==> config.mk <==
export PLATFORM = sky130hd
export DESIGN_NAME = uart_tx_frame_module
export DESIGN_NICKNAME = d
export VERILOG_FILES = /design/src/rtl/uart_tx_frame_module.sv
export SDC_FILE = /design/constraint.sdc
export NUM_CORES = 1
export LEC_CHECK = 0
export ABC_AREA = 0
export CAP_MARGIN = 40
export CORE_ASPECT_RATIO = 1.5
export CORE_MARGIN = 1.5
export CORE_UTILIZATION = 45
export CTS_BUF_LIST = sky130_fd_sc_hd__clkbuf_2
export DETAILED_ROUTE_END_ITERATION = 8
export HOLD_SLACK_MARGIN = 0.15
export PLACE_DENSITY = 0.76
export REMOVE_ABC_BUFFERS = 1
export SETUP_SLACK_MARGIN = 0.05
export SYNTH_ARGS = -nofsm -noshare
export SYNTH_HDL_FRONTEND = slang
export SYNTH_SLANG_ARGS = --single-unit
==> constraint.sdc <==
create_clock -name CLK -period 2.5 [get_ports CLK]
set_clock_uncertainty 0.2 [all_clocks]
set_input_delay 0.25 -clock CLK [delete_from_list [all_inputs] [get_ports CLK]]
set_output_delay 0.25 -clock CLK [all_outputs]
set_load 0.01 [all_outputs]
==> src/rtl/uart_tx_frame_module.sv <==
// uart_tx_frame_module: UART transmitter with an internal baud counter.
// Accepts one byte per valid/ready handshake and sends it as a frame:
// start bit, LSB-first data bits, optional parity bit, then stop bit(s).
// Ports:
//   CLK        - system clock, rising edge
//   RSTn       - asynchronous active-low reset
//   TX_Valid   - a byte is offered on TX_Data
//   TX_Data    - byte to send; bits above DATA_BITS-1 are ignored
//   TX_Ready   - a byte can be accepted this cycle
//   TX_Done    - one-cycle pulse on the first idle cycle after a frame
//   TX_Busy    - a frame is on the line
//   TX_Pin_Out - serial line, idles high, driven straight from a flop
module uart_tx_frame_module #(
    parameter int CLKS_PER_BIT = 1736,
    parameter int DATA_BITS    = 8,
    parameter int PARITY_EN    = 0,
    parameter int PARITY_ODD   = 0,
    parameter int STOP_BITS    = 1
) (
    input  logic       CLK,
    input  logic       RSTn,
    input  logic       TX_Valid,
    input  logic [7:0] TX_Data,
    output logic       TX_Ready,
    output logic       TX_Done,
    output logic       TX_Busy,
    output logic       TX_Pin_Out
);
    typedef enum logic [2:0] {IDLE, START, DATA, PARITY, STOP} state_t;

    localparam logic [11:0] last_cnt  = 12'(CLKS_PER_BIT - 1);
    localparam logic [2:0]  last_data = 3'(DATA_BITS - 1);
    localparam logic [2:0]  last_stop = 3'(STOP_BITS - 1);
    localparam logic [7:0]  data_mask = 8'((1 << DATA_BITS) - 1);

    if (CLKS_PER_BIT < 2 || CLKS_PER_BIT > 4095 || DATA_BITS < 5 || DATA_BITS > 8 ||
        PARITY_EN < 0 || PARITY_EN > 1 || PARITY_ODD < 0 || PARITY_ODD > 1 ||
        STOP_BITS < 1 || STOP_BITS > 2) begin : g_bad_param
        $error("uart_tx_frame_module: parameter out of legal range");
    end

    state_t      state, state_n;
    logic [11:0] cnt, cnt_n;
    logic [2:0]  idx, idx_n;
    logic [7:0]  shreg, sh_n;
    logic        par, par_n;
    logic        pin, pin_n;
    logic        done, done_n;
    logic        strobe;

    assign strobe     = cnt == last_cnt;
    assign TX_Ready   = state == IDLE;
    assign TX_Busy    = state != IDLE;
    assign TX_Done    = done;
    assign TX_Pin_Out = pin;

    always_ff @(posedge CLK or negedge RSTn) begin
        if (!RSTn) begin
            state <= IDLE;
            cnt   <= '0;
            idx   <= '0;
            shreg <= '0;
            par   <= 1'b0;
            pin   <= 1'b1;
            done  <= 1'b0;
        end else begin
            state <= state_n;
            cnt   <= cnt_n;
            idx   <= idx_n;
            shreg <= sh_n;
            par   <= par_n;
            pin   <= pin_n;
            done  <= done_n;
        end
    end

    // The parity bit is computed at capture because the shift register is
    // consumed while the data bits go out. idx counts data bits in DATA and
    // stop bits in STOP.
    always_comb begin
        state_n = state;
        cnt_n   = (state == IDLE || strobe) ? '0 : cnt + 12'd1;
        idx_n   = idx;
        sh_n    = shreg;
        par_n   = par;
        done_n  = 1'b0;
        case (state)
            IDLE: if (TX_Valid) begin
                state_n = START;
                sh_n    = TX_Data & data_mask;
                par_n   = ^(TX_Data & data_mask) ^ 1'(PARITY_ODD);
            end
            START: if (strobe) begin
                state_n = DATA;
                idx_n   = '0;
            end
            DATA: if (strobe) begin
                sh_n  = shreg >> 1;
                idx_n = (idx == last_data) ? '0 : idx + 3'd1;
                if (idx == last_data) state_n = (PARITY_EN != 0) ? PARITY : STOP;
            end
            PARITY: if (strobe) state_n = STOP;
            STOP: if (strobe) begin
                idx_n = (idx == last_stop) ? '0 : idx + 3'd1;
                if (idx == last_stop) begin
                    state_n = IDLE;
                    done_n  = 1'b1;
                end
            end
            default: state_n = IDLE;
        endcase
        // Line level follows the next state so the start bit appears on the
        // acceptance edge and every bit lasts exactly CLKS_PER_BIT cycles.
        pin_n = (state_n == START)  ? 1'b0 :
                (state_n == DATA)   ? sh_n[0] :
                (state_n == PARITY) ? par_n : 1'b1;
    end
endmodule

==> results.md <==
- Status: finished clean
- Clock-pin slew on the worst setup and hold paths: 140 ps
- Max-slew headroom: 0.726
- Critical Path RT: 2050 ps
- Int Pwr: 0.592 mW
- Vias in the first global route: 1217
- Slew @ Worst Pin: 409 ps
- Max cap viols: 0
- Mapped Cells: 159
- Setup TNS Final: 0 ps
- Initial Util: 0.469
- Post-route minimum period: 2370 ps
- Final Max Tran Viols: 0
- Largest net degree at the start of global routing: 30
- CORE AREA: 3420 um^2
- Hold Crit Start: TX_Data[7]
- Most common cell after layout, fill and taps aside: dfrtp_1
- Setup violations, final: 0
- CTS root buffer: clkbuf_2
- Hold path cells: 3
- First-pass GRT wire length: 5.29 mm
- Final Core Density: 0.537
- Share of layout cells above drive strength 1: 0.170
- Critical R2R Launch: cnt[0]
- Pwr Total: 0.782 mW
- Crit path capture type: primary output
- Die area: 3940 um^2
- Worst reg2reg setup slack: 420 ps
- TritonCTS Buffers: 5
- Top post-synthesis cells by area: dfrtp_1 44%, xnor2_1 5.5%, nand2_1 5.4%
- Router iterations before antenna repair: 4
- Maximum VDD drop: 0.318 mV
- Fmax: 422 MHz
- Nets: 196
- P_leak: 0.821 nW
- Antenna violations before repair: 0
- Overall global routing resource usage: 0.180
- Synth cell types: 39
- PortBufs: 14
- Worst-path maximum fanout: 9
- Worst Hold Class: in2reg
- Yosys top cell area share: 0.437
- Skew-Pair Late Insertion Delay: 370 ps
- Die Width: 51.7 um
- Period utilization: 0.948
- Clock sink count: 29
- Final ANT Viol Nets: 0
- DRT Wirelength: 3.19 mm
- Gr ovfl total: 0
- Critical Setup Path Class: reg2out
- Synth area leader: dfrtp_1
- Area Overhead vs Synth: 14.4%
- Register bit total from synthesis: 29
- Rows: 26
- Startpoint Class: flop
- Net Sw Frac: 0.243
- Via density: 5.38
- Worst R2R Path Depth: 6
- RD Place Congestion: 0.904
- I/O pin total: 15
- Critical R2R Capture: TX_Pin_Out
- Avg Synthesized Cell Area: 10.1 um^2
- Yosys warning total: 0
- Mapped Area: 1600 um^2
- Share of power burned in registers: 0.616
- Clock tree buffer depth: 2
- H-tree levels: 2
- Total power per unit cell area: 426 nW/um^2
- Fillers: 318
- Clock network fraction of design power: 0.307
- Routed vias: 1206
- Sequential-to-total area share from yosys stat: 0.454
- CTS tree: yes
- Comb pwr share: 0.077
- Die height: 76.1 um
- Dpl hpwl: 2.31 mm
- Switching pwr: 0.190 mW
- Post-DR wirelength/cell: 14.3 um
- Most frequent cells in the layout: 25 x dfrtp_1, 23 x nand2_1, 19 x nor2_1
- RSZ-0062 raised after global routing: no
- CP arrival: 1920 ps
- Final hold vios: 0
- Diodes inserted: 0
- First DRT Iteration DRCs: 20
- Worst Hold End: shreg[7]
- Detailed-route DRC error count: 0
[layout make-up]
class	count	area, um^2	area share
tap	42	52.6	0.0287
timing repair buffer	22	203	0.111
multi-input combinational	117	785	0.428
inverter	6	22.5	0.0123
sequential	29	731	0.399
clock buffer	8	40.0	0.0218
[routing by layer]
layer | wire length [um] | track usage | up-vias
met1 | 1230 | 0.198 | 577
li1 | - | - | 588
met4 | 107 | 0.111 | 0
met2 | 1720 | 0.296 | 31
met5 | 0 | 0 | -
met3 | 137 | 0.0529 | 10
[metrics by stage]
stage | area (um^2) | hold WS (ps) | worst slack [ps] | cells
floorplan | 1530 | -246 | 685 | 152
finish | 1830 | 278 | 131 | 224
detailed placement | 1740 | 269 | 454 | 210
global placement | 1740 | 264 | 497 | 210
global route | 1830 | 305 | 38.3 | 224
CTS | 1800 | 277 | 69.5 | 219
[power by group through the flow]
stage | registers, mW | logic [mW] | clock network [mW]
finish | 0.482 | 0.0599 | 0.240
global route | 0.483 | 0.0661 | 0.266
CTS | 0.482 | 0.0613 | 0.250
detailed placement | 0.490 | 0.0598 | 0
global placement | 0.490 | 0.0584 | 0
floorplan | 0.489 | 0.0259 | 0
[sequential cells by signal (all words and copies together), names as in the netlist]
name / count
shreg: 8
TX_Done: 1
idx: 3
cnt: 12
par: 1
TX_Pin_Out: 1
state: 3
[worst max path at each step]
stage,from,endpoint,slack (ps),depth (start not counted)
2_1_floorplan,cnt[0],TX_Pin_Out,680,6
3_3_place_gp,state[2],TX_Ready,500,3
3_5_place_dp,cnt[0],TX_Pin_Out,450,6
4_1_cts,state[1],TX_Ready,70,3
5_1_grt,state[2],TX_Ready,40,3
6_report,state[2],TX_Ready,130,3
[synth_stat cells]
library cell  instances
dfrtp_1              28
nand2_1              23
nor2_1               19
xnor2_1              10
nand3_1               8
xor2_1                7
a22oi_1               6
a21oi_1               5
buf_6                 5
inv_1                 5
ha_1                  4
o21ai_0               4
nand2b_1              3
nand4_1               3
and3_1                2
and4_1                2
o2bb2ai_1             2
or2b_2                2
a311o_1               1
a31oi_1               1
and3_2                1
and3b_4               1
and4_4                1
and4bb_2              1
buf_2                 1
buf_4                 1
dfstp_2               1
inv_2                 1
mux2_2                1
mux2i_1               1
nor3_1                1
nor3_2                1
nor3b_1               1
nor4_1                1
nor4_4                1
nor4b_4               1
o311ai_4              1
o31ai_1               1
or3_1                 1
[what timing repair did]
item                                    in CTS  in global routing
hold endpoints to repair                    28                  0
hold buffers                                 1                  0
cloned                                       0                  0
resized for setup                            3                  0
buffers inserted                             0                  5
endpoints found under the setup margin       1                  1
[critical path, cell delays in order, from the launching register on]
cell,delay (ps)
dfrtp_2,490
or3_1,430
inv_2,100
clkdlybuf4s50_1,540
[cell families after synthesis]
family	Yosys count	synth area share
DFF	29	0.454
AOI/OAI and AO/OA	21	0.0984
buffers and inverters	13	0.0570
adders and majority gates	4	0.0312
xor gates and xnor gates	17	0.0929
and+or+nand+nor	73	0.254
muxes	2	0.0133
(Power assumes the default switching activity.)
